[src/rtl/jtcps1_gfx_arb.sv]
// Round-robin arbiter between the three CPS1 scroll tilemap GFX clients and one
// SDRAM read port; one transfer in flight, per-client data/ok held while the key is stable.
module jtcps1_gfx_arb #(
   parameter int AW       = 24,
   parameter int BANK_LSB = 20
) (
   input  logic          clk,
   input  logic          rst,

   input  logic [22:0]   rom1_addr,
   input  logic [3:0]    rom1_bank,
   input  logic          rom1_half,
   input  logic          rom1_cs,
   output logic [31:0]   rom1_data,
   output logic          rom1_ok,

   input  logic [22:0]   rom2_addr,
   input  logic [3:0]    rom2_bank,
   input  logic          rom2_half,
   input  logic          rom2_cs,
   output logic [31:0]   rom2_data,
   output logic          rom2_ok,

   input  logic [22:0]   rom3_addr,
   input  logic [3:0]    rom3_bank,
   input  logic          rom3_half,
   input  logic          rom3_cs,
   output logic [31:0]   rom3_data,
   output logic          rom3_ok,

   output logic [AW-1:0] sdram_addr,
   output logic          sdram_req,
   input  logic          sdram_ack,
   input  logic          sdram_rdy,
   input  logic [31:0]   sdram_din
);

   typedef enum logic [1:0] {IDLE, REQ, WAIT} state_t;
   localparam int KW = 28;

   logic [KW-1:0] key  [1:3];
   logic [AW-1:0] flat [1:3];
   logic [3:1]    cs;
   logic [3:1]    pend;

   state_t        state_q, state_d;
   logic [1:0]    g_q, g_d;
   logic [1:0]    last_gnt_q, last_gnt_d;
   logic [KW-1:0] lkey_q, lkey_d;
   logic [AW-1:0] sdram_addr_q, sdram_addr_d;
   logic          sdram_req_q, sdram_req_d;
   logic [KW-1:0] last_q [1:3];
   logic [KW-1:0] last_d [1:3];
   logic [31:0]   data_q [1:3];
   logic [31:0]   data_d [1:3];
   logic [3:1]    v_q, v_d;
   logic [3:1]    ok_q, ok_d;

   logic [1:0]    c1, c2, c3, sel;
   logic          done;

   function automatic logic [1:0] rr_next(input logic [1:0] c);
      return (c == 2'd3) ? 2'd1 : c + 2'd1;
   endfunction

   assign cs     = {rom3_cs, rom2_cs, rom1_cs};
   assign key[1] = {rom1_bank, rom1_addr, rom1_half};
   assign key[2] = {rom2_bank, rom2_addr, rom2_half};
   assign key[3] = {rom3_bank, rom3_addr, rom3_half};

   // Bank offset is added, not OR-ed, so a carry out of {addr,half} is simply dropped
   assign flat[1] = AW'({rom1_addr, rom1_half}) + (AW'(rom1_bank) << BANK_LSB);
   assign flat[2] = AW'({rom2_addr, rom2_half}) + (AW'(rom2_bank) << BANK_LSB);
   assign flat[3] = AW'({rom3_addr, rom3_half}) + (AW'(rom3_bank) << BANK_LSB);

   always_comb begin
      for (int unsigned i = 1; i <= 3; i++) begin
         pend[i] = cs[i] && (!v_q[i] || key[i] != last_q[i]);
      end
      c1 = rr_next(last_gnt_q);
      c2 = rr_next(c1);
      c3 = rr_next(c2);
      if (pend[c1])      sel = c1;
      else if (pend[c2]) sel = c2;
      else               sel = c3;
   end

   always_comb begin
      state_d      = state_q;
      g_d          = g_q;
      last_gnt_d   = last_gnt_q;
      lkey_d       = lkey_q;
      sdram_addr_d = sdram_addr_q;
      sdram_req_d  = sdram_req_q;
      done         = 1'b0;
      for (int unsigned i = 1; i <= 3; i++) begin
         last_d[i] = last_q[i];
         data_d[i] = data_q[i];
         ok_d[i]   = v_q[i] && cs[i] && (key[i] == last_q[i]);
         v_d[i]    = v_q[i] && cs[i];
      end

      case (state_q)
         IDLE: begin
            if (|pend) begin
               g_d         = sel;
               last_gnt_d  = sel;
               sdram_req_d = 1'b1;
               state_d     = REQ;
               for (int unsigned i = 1; i <= 3; i++) begin
                  if (sel == 2'(i)) begin
                     lkey_d       = key[i];
                     sdram_addr_d = flat[i];
                  end
               end
            end
         end
         REQ: begin
            // ack and rdy together count as ack followed immediately by rdy
            if (sdram_ack) begin
               sdram_req_d = 1'b0;
               if (sdram_rdy) begin
                  done    = 1'b1;
                  state_d = IDLE;
               end else begin
                  state_d = WAIT;
               end
            end
         end
         WAIT: begin
            if (sdram_rdy) begin
               done    = 1'b1;
               state_d = IDLE;
            end
         end
         default: state_d = IDLE;
      endcase

      for (int unsigned i = 1; i <= 3; i++) begin
         if (done && g_q == 2'(i) && cs[i] && key[i] == lkey_q) begin
            data_d[i] = sdram_din;
            last_d[i] = lkey_q;
            v_d[i]    = 1'b1;
         end
      end
   end

   always_ff @(posedge clk or posedge rst) begin
      if (rst) begin
         state_q      <= IDLE;
         g_q          <= 2'd3;
         last_gnt_q   <= 2'd3;
         lkey_q       <= '0;
         sdram_addr_q <= '0;
         sdram_req_q  <= 1'b0;
         v_q          <= '0;
         ok_q         <= '0;
         for (int unsigned i = 1; i <= 3; i++) begin
            last_q[i] <= '0;
            data_q[i] <= '0;
         end
      end else begin
         state_q      <= state_d;
         g_q          <= g_d;
         last_gnt_q   <= last_gnt_d;
         lkey_q       <= lkey_d;
         sdram_addr_q <= sdram_addr_d;
         sdram_req_q  <= sdram_req_d;
         v_q          <= v_d;
         ok_q         <= ok_d;
         for (int unsigned i = 1; i <= 3; i++) begin
            last_q[i] <= last_d[i];
            data_q[i] <= data_d[i];
         end
      end
   end

   assign sdram_addr = sdram_addr_q;
   assign sdram_req  = sdram_req_q;
   assign rom1_data  = data_q[1];
   assign rom2_data  = data_q[2];
   assign rom3_data  = data_q[3];
   assign rom1_ok    = ok_q[1];
   assign rom2_ok    = ok_q[2];
   assign rom3_ok    = ok_q[3];

endmodule

[config.mk]
export PLATFORM = sky130hd
export DESIGN_NAME = jtcps1_gfx_arb
export DESIGN_NICKNAME = d
export VERILOG_FILES = /design/src/rtl/jtcps1_gfx_arb.sv
export SDC_FILE = /design/constraint.sdc
export NUM_CORES = 1
export LEC_CHECK = 0
export ABC_AREA = 1
export ABC_CLOCK_PERIOD_IN_PS = 7200
export CAP_MARGIN = 5
export CORE_AREA = 2 2 146 183
export CTS_CLUSTER_SIZE = 30
export DETAILED_ROUTE_END_ITERATION = 8
export DIE_AREA = 0 0 148 185
export GPL_TIMING_DRIVEN = 0
export PLACE_DENSITY = 0.76
export SLEW_MARGIN = 0
export SYNTH_ARGS = -nofsm -noshare
export SYNTH_HDL_FRONTEND = slang
export SYNTH_SLANG_ARGS = --single-unit
export TNS_END_PERCENT = 30
[constraint.sdc]
create_clock -name clk -period 7.2 [get_ports clk]
set_clock_uncertainty 0.05 [all_clocks]
set_input_delay 1.44 -clock clk [delete_from_list [all_inputs] [get_ports clk]]
set_output_delay 1.44 -clock clk [all_outputs]
set_load 0.01 [all_outputs]
Word level (Yosys, flattened, before mapping)
Index checks and enable logic that the tools add are counted.

Register bits: 243. Input bits: 123. Output and inout port bits: 124. Word-level logic and storage cells: 104.

$add $sub $neg: 6. Magnitude comparators: 2. Eq/ne operators: 22. Mux-type cells: 29. Reduce and logical (&&, ||, !) cells: 32.

Operators by type and width (count): $eq A28 B28 Y1 (6); $mux W28 (3); $ne A28 B28 Y1 (3); $add A24 B24 Y24 (3); $mux W24 (3); $logic_and A1 B1 Y1 (18); $mux W2 (9); $eq A2 B2 Y1 const B (7); $mux W1 (9); $reduce_and A3 Y1 (3); $add A2 B1 Y2 const B (3); $eq A2 B1 Y1 const B (3); $lt A2 B3 Y1 const B (2); $ne A2 B2 Y1 const B (3); $pmux W2 S3 (1); $bmux W1 S2 (2); $pmux W1 S2 (2); $logic_not A1 Y1 (3); $logic_or A1 B1 Y1 (3); $reduce_bool A3 Y1 (1); $reduce_or A3 Y1 (1); $logic_not A2 Y1 (1); $reduce_and A2 Y1 (1); $reduce_bool A2 Y1 (1).

Depth between registers and ports, before layout
Gate-level depths: netlist of run 1.

Depth after elaboration: 12. Depth in mapped cells: 22. Depth with buffers taken out: 21.

Worst setup path before layout of run 1
Ideal clock, no wire load.

Path type: input to register. Start point: input rom1_addr[5]. End point: register lkey_q[21]. Library setup time: 0.117 ns. Arrival time: 2.918 ns. Required time: 7.033 ns. Path slack: 4.115 ns. Cell stages on the path: 17. Path buffers: 1. Cells stage by stage: inv_1 or2_2 nand4_1 nor2_1 nand2_1 nor2_1 nand2_2 nand2_1 nand3_1 nand2_1 inv_1 nand3_2 nand2_4 buf_6 o21ai_1 nor2_1 nor2_1.

Cells in the longest elaborated chain, start to end: 10. Elaborated cells on any way between the ends: 17. Classes of those cells: 4 x eq/ne; 8 x mux; 5 x reduce/logical.

RTL lines: start: declaration (RTL line 10) `input logic [22:0] rom1_addr,`; $ne A28 B28 Y1 (*) (RTL line 78) `pend[i] = cs[i] && (!v_q[i] || key[i] != last_q[i]);`; $logic_or A1 B1 Y1 (*) (RTL line 78); $logic_and A1 B1 Y1 (*) (RTL line 78); $bmux W1 S2 (RTL line 84) `else if (pend[c2]) sel = c2;`; $mux W1 (implied by the code) (RTL line 84); $mux W2 (RTL line 84); $mux W2 (RTL line 83) `if (pend[c1]) sel = c1;`; $eq A2 B1 Y1 or $eq A2 B2 Y1 (tied branches) (RTL line 111) `if (sel == 2'(i)) begin`; $reduce_bool A3 Y1 (no line) or $mux W28 (tied branches); $reduce_and A3 Y1 (no line) or $mux W28 (tied branches); end signal: assignment (RTL line 166) `lkey_q <= lkey_d;`; end: declaration (RTL line 49) `logic [KW-1:0] lkey_q, lkey_d;`.

Every way passes the cells marked *; elsewhere a longest branch is shown, timed or not. The select of a mux whose other input is x is not followed. A chain may end at the register's enable or synchronous reset.

Worst setup path after layout of run 1
Start point: input rom3_bank[0]. End point: register data_q (netlist bit rom3_data[17]).

Cells in the longest elaborated chain, start to end: 2.

RTL lines: start: declaration (RTL line 25) `input logic [3:0] rom3_bank,`; $eq A28 B28 Y1 (RTL line 140) `if (done && g_q == 2'(i) && cs[i] && key[i] == lkey_q) begin`; $logic_and A1 B1 Y1 (RTL line 140); end signal: indexed assignment (RTL line 173) `data_q[i] <= data_d[i];`; end: declaration (RTL line 54) `logic [31:0] data_q [1:3];`.

Every way passes these cells.

==> results of run 1 <==
==> cell usage after synthesis <==
cell	n
or2_2	1
nand2_2	5
nor3_1	3
nor4b_1	2
nor2_1	107
o21bai_1	1
o211ai_1	4
nor2_4	2
fa_1	3
nand2_1	475
ha_1	16
a211oi_1	1
nand3_1	32
o221ai_1	4
xnor2_1	52
dfrtp_1	221
a21oi_1	8
inv_1	186
buf_6	6
xor2_1	21
nor2_2	3
o2111ai_1	14
a2111oi_0	2
or2_1	3
or2_0	1
a221oi_1	3
nand4_1	14
and3_1	1
o21ai_1	26
o22ai_1	17
nor4_1	8
nand2_4	4
a2111o_1	1
nand3_2	3
a21oi_2	2
o21ai_0	200
clkbuf_1	38
buf_2	8
inv_2	9
dfstp_2	2
clkinv_1	1
buf_4	24
o31ai_1	1
==> registers in the layout, indices dropped and copies added (netlist names) <==
register	cells
rom1_data	32
last_q	84
rom3_data	32
rom2_data	32
sdram_addr	4
v_q	3
lkey_q	28
sdram_req	1
ok_q	3
last_gnt_q	2
state_q	2
==> per-layer routing <==
layer	track usage [%]	part of all wire, %
met3	6.256	9.6
met2	52.43	45
met5	0	0
met1	39.90	36
met4	25.10	9.1
==> power by group through the flow <==
stage	Combinational (uW)	Sequential, uW	Clock (uW)
finish	2430	1550	1230
global route	2590	1560	1290
CTS	2360	1550	1240
detailed placement	2350	1570	0
global placement	2300	1570	0
floorplan	1500	1510	0
==> through the flow <==
step	cell area (um^2)	worst slack [ns]	utilization (%)
finish	15680	2.943	60.86
global route	15680	2.873	60.86
CTS	15680	3.206	60.86
detailed placement	14920	2.676	57.91
global placement	14800	1.024	57.44
floorplan	11910	2.802	-
==> final timing paths <==
kind / to / slack [ns] / cells past startpoint
min reg2reg: rom1_data[1] / 0.43 / 2
max reg2reg: rom3_data[17] / 4.01 / 8
min in group asynchronous: sdram_req / 1.29 / 2
min: rom1_data[1] / 0.43 / 2
max in group asynchronous: last_q[6] / 4.70 / 5
max: rom3_data[17] / 2.94 / 8
==> worst max-delay path, delay by kind of cell <==
kind / cells / cell delay, ns
AOI/OAI and AO/OA: 1 / 0.34
xor gates and xnor gates: 1 / 0.48
buffers and inverters: 3 / 1.23
and+or+nand+nor: 3 / 1.12
==> cell families after synthesis <==
| family | after synthesis | share of synthesized area, % |
|---|---|---|
| and+or+nand+nor | 664 | 22.67 |
| AOI/OAI and AO/OA | 284 | 13.10 |
| buffers and inverters | 272 | 9.792 |
| DFF | 223 | 46.88 |
| xor gates and xnor gates | 73 | 5.369 |
| adders and majority gates | 19 | 2.185 |
==> area by class of cell <==
class                      count  area, um^2
tap                          340       425.4
timing repair buffer         252        2582
sequential                   223        5583
fill                        2342       10080
multi-input combinational   1040        5160
buffer                        76       430.4
clock buffer                  31       645.6
clock inverter                11       113.9
inverter                     196       739.5
==> qor.yml, run 1 <==
synth_cell_type_count: 43
antenna_left: 0
min_period_ns: 4.257
status: "completed"
dp_hpwl_um: 34940
worstReg2RegStart: "lkey_q[6]"
setup_viol_count_final: 0
rows: 66
yosys-top-cells-area: "dfrtp_1 (46%), nand2_1 (15%), o21ai_0 (8.4%)"
die-width_um: 148
max_freq_ghz: 0.2349
fin_nets: 1954
power.density_nw_per_um2: 332.4
crit_path_end_kind: "register"
path_clk_slew_ns: 0.06
p_switching_uw: 2253
n_antenna_cell: 0
cts_made_buffers: 23
layout_common_cells: "nand2_1 (475), clkdlybuf4s50_1 (246), dfrtp_1 (221), o21ai_0 (200), inv_1 (185)"
root_buffer: "clkbuf_16"
rsz0062_at_grt: "false"
cts_hold_repair.buffers: 0
drt-pass1-iter-count: 8
crit_start: "rom3_bank[0]"
io_pins: 247
finalWirelength_um: 45330
cap_violations: 0
path_cells: "clkdlybuf4s50_1 -> xnor2_1 -> nand4_1 -> nor4b_1 -> nand3_1 -> clkbuf_1 -> clkbuf_1 -> o21ai_0"
crit_type: "primary input to register"
switching_share_pct: 43.24
drt_iter0_drc: 1114
hold_viol: 0
htree_levels: 1
numPortBuffers: 246
cts.sinks: 223
synthesis.area_um2: 11910
synth_top_area_share_pct: 46.44
dp_cells: 2127
slowest_delay_ns: 0.60
grt-ovfl-total: 0
critPathArrivalTime_ns: 4.61
tightest_slew_ns: 0.7950
worstHoldPathType: "register to register"
cp_max_fo: 10
drive_above_1_share_pct: 6.233
ys_warn_count: 0
yosys.area.top_type: "dfrtp_1"
route.detailed.drc: 0
syn_inst: 1535
detail_route.vias_per_cell: 5.426
dieArea_um2: 27380
gp_congestion: 1.032
power_frac_comb_pct: 46.6
drv_slew: 0
relSlewSlack_pct: 47.00
hold_start: "rom1_data[1]"
start_kind: "primary input"
internal-power_uw: 2958
p_leak_uw: 0.007276
track_usage_pct: 33.05
critical-path-slowest-cell: "clkdlybuf4s50_1"
cts_resized: 0
crit_path_frequent_cell: "clkbuf_1"
antenna_found_initial: 0
hold_ws_ns: 0.4343
post-route-period-util_pct: 59.12
insertion_delay_ns: 0.53
critPathRequiredTime_ns: 7.56
syn_nets: 1677
syn_area_per_cell_um2: 7.758
cts_tree: "yes"
layout.cells.non_filler: 2169
start_util_pct: 46.22
clockBufferDepth: 3
grt_pass1_vias: 11610
core-area_um2: 25760
ys_ff_latch: 223
cts_setup_buffers: 0
final_common_cell: "nand2_1"
fp.dieH_um: 185
setup_tns_ns: 0
vdd_drop_max_uv: 222.7
p_total_uw: 5212
yosysSeqAreaShare_pct: 46.88
clkPwrFrac_pct: 23.6
power_frac_seq_pct: 29.8
grt_max_degree: 40
grt_pass1_wl_um: 68180
vias: 11770
syn_to_final_growth_pct: 31.67
routedWlPerCell_um: 20.90
Note: power is estimated with default switching activity, not from simulation.
==> run 2: changes to the inputs <==
--- a/config.mk
+++ b/config.mk
@@ -6,7 +6,7 @@
 export NUM_CORES = 1
 export LEC_CHECK = 0
 export ABC_AREA = 1
-export ABC_CLOCK_PERIOD_IN_PS = 7200
+export ABC_CLOCK_PERIOD_IN_PS = 3570
 export CAP_MARGIN = 5
 export CORE_AREA = 2 2 146 183
 export CTS_CLUSTER_SIZE = 30
==> constraint.sdc (replaced) <==
create_clock -name clk -period 3.57 [get_ports clk]
set_clock_uncertainty 0.05 [all_clocks]
set_input_delay 0.714 -clock clk [delete_from_list [all_inputs] [get_ports clk]]
set_output_delay 0.714 -clock clk [all_outputs]
set_load 0.01 [all_outputs]
==> run 2 against run 1 <==
Compared with the run above: critical path depth stayed put; utilization about the same; sequential share of layout area barely moved; largest cell class unchanged; largest power group unchanged; highest routed layer unchanged.
==> qor.yml, run 2 (synthesis results as in run 1) <==
grt-ovfl-total: 0
worstHoldPathType: "register to register"
crit_path_end_kind: "register"
path_cells: "clkdlybuf4s50_1 -> xnor2_1 -> nand4_1 -> nor4b_2 -> nand3_1 -> clkbuf_1 -> clkbuf_1 -> o21ai_0"
antenna_left: 0
fp.dieH_um: 185
max_freq_ghz: 0.2921
antenna_found_initial: 0
critPathArrivalTime_ns: 3.78
setup_ws_ns: 0.1465
insertion_delay_ns: 0.53
cts_setup_buffers: 0
slowest_delay_ns: 0.60
drive_above_1_share_pct: 6.288
largest_reg_flops: 84
power.density_nw_per_um2: 671.0
fin_nets: 1954
htree_levels: 1
syn_to_final_growth_pct: 31.72
route.detailed.drc: 0
met2WireLength_um: 20470
cts_hold_repair.buffers: 0
top_layer: "met4"
cp_max_fo: 10
n_antenna_cell: 0
hold_viol: 0
setup_viol_count_final: 0
status: "completed"
nFillCells: 2345
clockBufferDepth: 3
p_leak_uw: 0.007276
post-route-period-util_pct: 95.90
path_clk_slew_ns: 0.06
detail_route.vias_per_cell: 5.435
rsz0062_at_grt: "false"
relSlewSlack_pct: 44.73
gp_congestion: 1.032
tightest_slew_ns: 0.8291
rows: 66
min_period_ns: 3.424
crit_path_frequent_cell: "clkbuf_1"
track_usage_pct: 33.05
core-area_um2: 25760
cts.sinks: 223
critical-path-slowest-cell: "clkdlybuf4s50_1"
drv_slew: 0
cap_violations: 0
start_kind: "primary input"
routedWlPerCell_um: 20.94
post-place-ws_ns: -0.2282
drt_iter0_drc: 1152
grt_pass1_vias: 11610
grt_pass1_wl_um: 68180
dp_hpwl_um: 34940
finalWirelength_um: 45420
layout_common_cells: "nand2_1 (475), clkdlybuf4s50_1 (246), dfrtp_1 (221), o21ai_0 (200), inv_1 (185)"
cts_made_buffers: 23
critPathRequiredTime_ns: 3.93
io_pins: 247
grt_max_degree: 40
dieArea_um2: 27380
regMostFlops: "last_q"
start_util_pct: 46.22
die-width_um: 148
numPortBuffers: 246
crit_type: "primary input to register"
met3_length_um: 4352
drt-met1-wl_um: 16530
final_common_cell: "nand2_1"
cts_tree: "yes"
drt-pass1-iter-count: 8
vdd_drop_max_uv: 451.0
setup_tns_ns: 0
vias: 11790
p_total_uw: 10530
root_buffer: "clkbuf_16"
run 2: final timing paths:
check                        startpoint       endpoint  slack, ns  depth (start not counted)
hold reg to reg            rom1_data[1]   rom1_data[1]       0.43                          2
setup / recovery           rom3_bank[0]  rom3_data[17]       0.15                          8
setup reg to reg             state_q[1]  rom3_data[17]       0.38                         11
max in group asynchronous           rst      last_q[9]       1.79                          5
hold / removal             rom1_data[1]   rom1_data[1]       0.43                          2
min in group asynchronous           rst      sdram_req       0.56                          2
run 2: area by class of cell:
class	instances	area [um^2]	share of cell area [%]
Buffer	76	430.4	2.744
Clock inverter	11	113.9	0.7258
Multi-Input combinational cell	1040	5166	32.93
Inverter	196	739.5	4.714
Clock buffer	31	645.6	4.116
Timing Repair Buffer	252	2582	16.46
Sequential cell	223	5583	35.59
Tap cell	340	425.4	2.712
run 2: what timing repair did:
action | CTS | global route
resized for setup | 0 | 1
endpoints found under the hold margin | 0 | 0
setup endpoints to repair | 0 | 1
run 2: per-stage QoR:
step | hold WS [ns] | util [%] | cells | area [um^2]
after floorplan | 0.4030 | - | 1535 | 11910
after global placement | 0.4144 | 57.44 | 2121 | 14800
after detailed placement | 0.4218 | 57.91 | 2127 | 14920
after CTS | 0.4375 | 60.86 | 2169 | 15680
after global routing | 0.4520 | 60.88 | 2169 | 15690
final | 0.4348 | 60.88 | 2169 | 15690
run 2: where the power goes:
group / switching (uW) / internal, uW
registers: 345 / 2790
clock network: 1070 / 1420
logic: 3150 / 1760
run 2: worst max-delay path: cells and delay by family:
kind	cells	cell delay (ns)
xor+xnor	1	0.47
simple gates	3	1.02
compound gates	1	0.34
buf+inv	3	1.22
run 2: layer usage:
metal | up-vias | GRT usage, %
li1 | 5399 | -
met1 | 5468 | 39.90
met2 | 725 | 52.43
met3 | 197 | 6.256
met4 | 0 | 25.10
met5 | - | 0
